===== src/rtl/rnd_pack.sv =====
// Final rounder stage: packs sign/exponent/significand into an IEEE single or
// double word, queues it with its event flags in a skid FIFO, and keeps sticky flags.
module rnd_pack #(
    parameter int unsigned DEPTH = 2,
    parameter int unsigned FLAGW = 5
) (
    input  logic             clk,
    input  logic             rst,
    input  logic             in_valid,
    output logic             in_ready,
    input  logic             s,
    input  logic             db,
    input  logic [10:0]      e3,
    input  logic [52:0]      f3,
    input  logic             ovf_in,
    input  logic             unf_in,
    input  logic             inx_in,
    input  logic             inv_in,
    input  logic             dbz_in,
    output logic             out_valid,
    input  logic             out_ready,
    output logic [63:0]      fp_out,
    output logic [FLAGW-1:0] ev_flags,
    output logic [FLAGW-1:0] sticky_flags,
    input  logic             flags_clr
);

    localparam int unsigned AW = (DEPTH > 1) ? $clog2(DEPTH) : 1;
    localparam int unsigned PW = AW + 1;

    typedef enum logic [1:0] {
        OCC_EMPTY,
        OCC_PARTIAL,
        OCC_FULL
    } occ_e;

    logic [PW-1:0]    wr_q, wr_d;
    logic [PW-1:0]    rd_q, rd_d;
    logic [PW-1:0]    cnt_q, cnt_d;
    logic [FLAGW-1:0] sticky_q, sticky_d;
    logic             init_q;

    logic [63:0]      word_mem [DEPTH];
    logic [FLAGW-1:0] flag_mem [DEPTH];

    occ_e             occ;
    logic             push, pop;
    logic [10:0]      exp_field;
    logic [63:0]      pack_word;
    logic [FLAGW-1:0] pack_flags;
    logic [63:0]      head_word;
    logic [FLAGW-1:0] head_flags;

    // A cleared hidden bit means zero or denormal, whose exponent field is 0.
    always_comb begin
        exp_field = f3[52] ? e3 : '0;
        if (db) begin
            pack_word = {s, exp_field, f3[51:0]};
        end else begin
            pack_word = {32'b0, s, exp_field[7:0], f3[51:29]};
        end
        pack_flags = FLAGW'({inv_in, dbz_in, ovf_in, unf_in, inx_in});
    end

    always_comb begin
        if (cnt_q == '0) begin
            occ = OCC_EMPTY;
        end else if (cnt_q == PW'(DEPTH)) begin
            occ = OCC_FULL;
        end else begin
            occ = OCC_PARTIAL;
        end
    end

    // in_ready depends only on registered state, never on out_ready.
    assign in_ready  = init_q & (occ != OCC_FULL);
    assign out_valid = (occ != OCC_EMPTY);
    assign push      = in_valid & in_ready;
    assign pop       = out_valid & out_ready;

    assign head_word  = word_mem[rd_q[AW-1:0]];
    assign head_flags = flag_mem[rd_q[AW-1:0]];
    assign fp_out       = out_valid ? head_word : '0;
    assign ev_flags     = out_valid ? head_flags : '0;
    assign sticky_flags = sticky_q;

    function automatic logic [PW-1:0] ptr_inc(input logic [PW-1:0] p);
        return (p == PW'(DEPTH - 1)) ? '0 : p + PW'(1);
    endfunction

    always_comb begin
        wr_d  = push ? ptr_inc(wr_q) : wr_q;
        rd_d  = pop  ? ptr_inc(rd_q) : rd_q;
        cnt_d = cnt_q;
        if (push && !pop) begin
            cnt_d = cnt_q + PW'(1);
        end else if (pop && !push) begin
            cnt_d = cnt_q - PW'(1);
        end
        // Clear first, then fold in the word leaving this cycle.
        sticky_d = (flags_clr ? '0 : sticky_q) | (pop ? head_flags : '0);
    end

    always_ff @(posedge clk or posedge rst) begin
        if (rst) begin
            wr_q     <= '0;
            rd_q     <= '0;
            cnt_q    <= '0;
            sticky_q <= '0;
            init_q   <= 1'b0;
        end else begin
            wr_q     <= wr_d;
            rd_q     <= rd_d;
            cnt_q    <= cnt_d;
            sticky_q <= sticky_d;
            init_q   <= 1'b1;
        end
    end

    always_ff @(posedge clk or posedge rst) begin
        if (rst) begin
            for (int unsigned i = 0; i < DEPTH; i++) begin
                word_mem[i] <= '0;
                flag_mem[i] <= '0;
            end
        end else if (push) begin
            word_mem[wr_q[AW-1:0]] <= pack_word;
            flag_mem[wr_q[AW-1:0]] <= pack_flags;
        end
    end

endmodule


===== config.mk =====
export PLATFORM = sky130hd
export DESIGN_NAME = rnd_pack
export DESIGN_NICKNAME = d
export VERILOG_FILES = /design/src/rtl/rnd_pack.sv
export SDC_FILE = /design/constraint.sdc
export NUM_CORES = 1
export LEC_CHECK = 0
export ABC_AREA = 1
export BUFFER_PORTS_ARGS = -buffer_cell sky130_fd_sc_hd__buf_4
export CORE_ASPECT_RATIO = 2
export CORE_UTILIZATION = 45
export CTS_BUF_LIST = sky130_fd_sc_hd__clkbuf_4 sky130_fd_sc_hd__clkbuf_8
export CTS_CLUSTER_DIAMETER = 40
export DETAILED_ROUTE_END_ITERATION = 10
export GPL_ROUTABILITY_DRIVEN = 0
export PLACE_DENSITY = 0.8
export SETUP_SLACK_MARGIN = 0.2
export SLEW_MARGIN = 20
export SYNTH_ARGS = -nofsm -noshare
export SYNTH_HDL_FRONTEND = slang
export SYNTH_SLANG_ARGS = --single-unit

===== constraint.sdc =====
create_clock -name clk -period 8.99 [get_ports clk]
set_input_delay 0.4495 -clock clk [delete_from_list [all_inputs] [get_ports clk]]
set_output_delay 0.4495 -clock clk [all_outputs]
set_load 0.01 [all_outputs]

==> impl_metrics.tcl, run 1 <==
set metrics [dict create \
    critPathTopFamily "buffers and inverters" \
    peakVddDrop_mv 0.1528 \
    utilization_pct 56.44 \
    skew_ns 0.01201 \
    cts_tree "built" \
    clockBufferDepth 2 \
    seq_area_frac_synth_pct 51.51 \
    cts-hold-fix-buffers 0 \
    drive_above_1_share_pct 17.29 \
    grt.overflow.total 0 \
    ys_ff_latch 148 \
    postRouteAntennaNets 0 \
    core_area_um2 15700 \
    drc 0 \
    io_buffers 151 \
    syn_inst 1026 \
    drv_slew 0 \
    finalSetupViolCount 0 \
    min_period_ns 2.789 \
    worstSetupStartpoint "cnt_q[0]" \
    yosys_warnings 0 \
    power_density_nw_per_um2 339.9 \
    die-area_um2 16520 \
    yosys.area.top_type "dfrtp_1" \
    final_cell_mix "nand2_1, buf_4, dfrtp_1" \
    path_max_fanout 40 \
    clkTransAtPathRegs_ns 0.09 \
    setup_tns_ns 0 \
    crit_slowest_cell "nor2_4" \
    cts_buffers 17 \
    cp.arrival_ns 2.34 \
    initial_core_util_pct 45.80 \
    fillers 1495 \
    r2r-start "cnt_q[0]" \
    pre_cts_slack_ns 6.684 \
    netlist_area_um2 7189 \
    critPathMaxStageDelay_ns 0.64 \
    io_pins 152 \
    p_leak_uw 0.005028 \
    area_delta_synth_final_pct 23.23 \
    first_pass_iters 5 \
    endpoint_kind "primary output" \
    cp_data_required_time_ns 8.54 \
    cts_resized 0 \
    netlist.area_leader.share_pct 51.51 \
    hold_path_class "in2async" \
    antenna_found_initial 0 \
    grt_use_total_pct 26.21 \
    cts_sinks 148 \
    clock_latency_ns 0.46 \
    clock.fmax_mhz 358.5 \
    final_area_um2 8860 \
    synth_cell_type_count 23 \
    wire_per_inst_um 15.36 \
    synthTopCellsByArea "dfrtp_1, nand2_1, a21oi_1" \
    max_cap_violations 0 \
    fin_ws_ns 6.201 \
    ctsHtreeMaxLevel 4 \
    syn_area_per_cell_um2 7.007 \
    grt_pass1_wl_um 33390 \
    slew-limit-headroom_pct 33.77 \
    vias 6983 \
    wl_um 20860 \
    layout_commonest_cell "nand2_1" \
    finalHoldViolations 0 \
    dp_hpwl_um 13810 \
    grt_max_degree 78 \
    cts_setup_buffers 0 \
    drt_iter0_markers 457 \
    cp_num_buf_inv 2 \
    vias_per_cell 5.142 \
    rsz0062_at_grt "false" \
    die_w_um 91.38 \
    finalPower_uw 3011 \
    grt_pass1_vias 6849 \
    cts-root-buf "clkbuf_8" \
    die-height_um 180.8 \
    worstMarginPinSlew_ns 0.9935 \
    syn-num-nets 1103 \
    dpl_cell_area_um2 8396 \
    status "finished, final reports clean" \
    antenna_cells 0 \
    startpoint_type "register" \
    path_class "reg2out" \
    fin_crit_sh_pct 31.03 \
    nets 1221 \
    critPathMostFrequentCell "buf_4" \
    worstPathCellList "nor2_4 -> buf_4 -> a21oi_1 -> buf_4" \
    rows 65 \
]
==> sequential cells by signal, summed over array words and instances (netlist names) <==
name and flops:
word_mem 128, flag_mem 10, sticky_flags 5, cnt_q 2
init_q 1, rd_q 1, wr_q 1
==> cell families (layout without fill, tap and decap cells) <==
logic type / Yosys count / after routing / share of synthesized area [%]
AOI/OAI and AO/OA: 83 / 83 / 5.900
xor gates and xnor gates: 3 / 3 / 0.3655
adders and majority gates: 1 / 1 / 0.1740
buffers and inverters: 111 / 242 / 6.265
DFF: 148 / 148 / 51.51
other: 1 / 1 / 0.05216
and+or+nand+nor: 679 / 679 / 35.73
==> synth_stat cells, drive strengths merged <==
master and instances:
nand4 2, clkbuf 34, o22ai 5, ha 1, nand3 2, nand2 656
a21boi 1, conb 1, xor2 2, o21ai 13, nor2 19, buf 25
a21oi 64, dfrtp 148, inv 52, xnor2 1
==> routing by layer <==
layer  vias up  global-route usage, %  wire length (um)
met4         0                  15.94               982
met1      3300                  29.74              7744
met5         -                      0                 0
li1       3328                      -                 -
met3        62                  4.167              1113
met2       293                  45.73             11020
==> cell type report <==
cell class / count / area (um2) / area share [%]
well taps: 201 / 251.5 / 2.839
repair buffers: 158 / 1186 / 13.39
flip-flops and latches: 148 / 3705 / 41.82
clock buffers: 17 / 234.0 / 2.641
multi-input cells: 767 / 3053 / 34.46
clock inverters: 15 / 229.0 / 2.584
inverters: 52 / 201.4 / 2.274
==> final timing paths <==
kind / to / slack (ns) / cells after the start
setup reg to reg: cnt_q[1] / 6.74 / 7
hold reg to reg: word_mem[54] / 0.48 / 2
max in group asynchronous: rd_q[0] / 7.38 / 3
hold / removal: word_mem[121] / 0.08 / 2
min in group clk: flag_mem[7] / 0.20 / 3
setup / recovery: fp_out[27] / 6.20 / 4
==> through the flow <==
step | std cells | hold WS [ns]
CTS | 1358 | 0.09859
global route | 1358 | 0.1151
detailed placement | 1326 | 0.4649
floorplan | 1026 | 0.4436
finish | 1358 | 0.07567
global placement | 1326 | 0.4573
==> power by group <==
group	leakage, uW	internal [uW]	total, uW	switching, uW
sequential	0.00190	962	1130	171
clock	0.000219	333	600	267
combinational	0.00290	521	1280	757
total	0.00503	1820	3010	1200
(Power assumes the default switching activity.)
==> run 2: changes to the inputs <==
--- a/config.mk
+++ b/config.mk
@@ -13,7 +13,7 @@
 export CTS_CLUSTER_DIAMETER = 40
 export DETAILED_ROUTE_END_ITERATION = 10
 export GPL_ROUTABILITY_DRIVEN = 0
-export PLACE_DENSITY = 0.8
+export PLACE_DENSITY = 0.82
 export SETUP_SLACK_MARGIN = 0.2
 export SLEW_MARGIN = 20
 export SYNTH_ARGS = -nofsm -noshare
==> constraint.sdc (replaced) <==
create_clock -name clk -period 2.3 [get_ports clk]
set_input_delay 0.115 -clock clk [delete_from_list [all_inputs] [get_ports clk]]
set_output_delay 0.115 -clock clk [all_outputs]
set_load 0.01 [all_outputs]
==> impl_metrics.tcl, run 2 (synthesized netlist as in run 1, its figures left out) <==
set metrics [dict create \
    die-height_um 180.8 \
    grt_use_total_pct 28.62 \
    postRouteAntennaNets 0 \
    antenna_cells 0 \
    cp.arrival_ns 1.95 \
    setup_tns_ns 0 \
    core_area_um2 15700 \
    clock_latency_ns 0.45 \
    area_delta_synth_final_pct 32.13 \
    layout_commonest_cell "nand2_1" \
    die_w_um 91.38 \
    status "finished, final reports clean" \
    cts-root-buf "clkbuf_8" \
    min_period_ns 2.064 \
    initial_core_util_pct 45.80 \
    first_pass_iters 5 \
    utilization_pct 60.52 \
    drive_above_1_share_pct 17.42 \
    endpoint_kind "primary output" \
    io_pins 152 \
    worstSetupStartpoint "rd_q[0]" \
    skew_ns 0.01203 \
    cp_num_buf_inv 3 \
    vias_per_cell 5.142 \
    regMostFlops "word_mem" \
    fillers 1418 \
    max_cap_violations 0 \
    worstPathCellList "inv_2 -> buf_12 -> nand2_1 -> a21oi_1 -> buf_4" \
    final_cell_mix "nand2_1, buf_4, dfrtp_1" \
    finalSetupViolCount 0 \
    startpoint_type "register" \
    antenna_found_initial 0 \
    drc 0 \
    grt_pass1_wl_um 36520 \
    p_leak_uw 0.005295 \
    ctsHtreeMaxLevel 4 \
    drv_slew 0 \
    peakVddDrop_mv 0.7378 \
    hold_path_class "in2reg" \
    worstMarginPinSlew_ns 0.6185 \
    cts_tree "built" \
    drt_iter0_markers 600 \
    crit_slowest_cell "dfrtp_4" \
    clock.fmax_mhz 484.5 \
    critPathMaxStageDelay_ns 0.59 \
    min_from "e3[3]" \
    cts_buffers 17 \
    rows 65 \
    grt_max_degree 70 \
    path_class "reg2out" \
    grt.overflow.total 0 \
    wire_per_inst_um 15.96 \
    io_buffers 151 \
    fin_crit_sh_pct 89.73 \
    rsz0062_at_grt "true" \
    die-area_um2 16520 \
    finalHoldViolations 0 \
    clkTransAtPathRegs_ns 0.09 \
    cts_sinks 148 \
    power_density_nw_per_um2 1242 \
    clockBufferDepth 2 \
    largest_register_ffs 128 \
    cts_setup_buffers 0 \
    path_max_fanout 38 \
    dp_hpwl_um 14380 \
    cp_data_required_time_ns 2.18 \
    vias 7322 \
    nets 1287 \
    slew-limit-headroom_pct 58.64 \
    critPathTopFamily "flip-flops" \
    r2r-start "cnt_q[0]" \
    wl_um 22730 \
    grt_pass1_vias 7307 \
]
## run 2: cell types whose count changed in the layout (fill, tap and decap cells not counted), moves of 2 or more
| cell | change |
|---|---|
| dlygate4sd3_1 | +55 |
| bufinv_16 | -4 |
| clkinvlp_4 | +3 |
| a21oi_2 | +2 |
| buf_12 | +6 |
| buf_4 | +4 |
| clkinv_2 | -2 |
| a21oi_1 | -2 |
## run 2: final cells by class
type	count	area [um2]	share of cell area (%)
Timing Repair Buffer	224	1898	19.98
Tap cell	201	251.5	2.648
Inverter	52	198.9	2.094
Sequential cell	148	3707	39.03
Clock inverter	13	127.6	1.344
Clock buffer	19	255.2	2.687
Multi-Input combinational cell	767	3060	32.22
## run 2: path summary, 6_finish.rpt
check / endpoint / slack (ns) / cells past startpoint
min in group asynchronous: word_mem[30] / 0.29 / 3
max in group asynchronous: word_mem[117] / 1.23 / 4
min: word_mem[119] / 0.02 / 5
max reg2reg: word_mem[32] / 0.49 / 6
max: fp_out[33] / 0.24 / 5
min reg2reg: flag_mem[6] / 0.48 / 2
## run 2: per-stage QoR
stage	total power (uW)	worst slack [ns]	instance area (um2)	instances	hold slack [ns]
floorplan	7344	0.3240	7193	1026	0.2140
global placement	9602	0.5952	8552	1337	0.1934
detailed placement	9739	0.4718	8552	1337	0.2030
CTS	11800	0.2134	9493	1424	0.001112
global route	12600	0.1571	9499	1424	0.02946
finish	11790	0.2361	9499	1424	0.02013
## run 2: per-layer routing
| metal | global-route usage [%] | part of all wire [%] | vias to the layer above |
|---|---|---|---|
| met2 | 52.82 | 54 | 327 |
| met1 | 31.38 | 36 | 3472 |
| met3 | 3.662 | 5.6 | 64 |
| li1 | - | - | 3459 |
| met5 | 0 | 0 | - |
| met4 | 15.11 | 4.2 | 0 |
## run 2: repair_timing
item	in CTS	in global routing
hold buffers	55	0
setup endpoints to repair	3	3
resized for setup	2	2
hold endpoints to repair	117	0
cloned	0	0
pin swaps	0	0
## run 2: power by group
| part | switching (uW) | internal [uW] |
|---|---|---|
| clock | 1050 | 908 |
| sequential | 713 | 3770 |
| combinational | 3110 | 2240 |
## run 2: worst reg2reg max path, stage by stage, from the launching register on
cell	delay [ns]
dfrtp_1	0.46
inv_2	0.08
nand2_2	0.09
nand4_1	0.49
buf_12	0.41
nand2_1	0.11
nand2_1	0.06
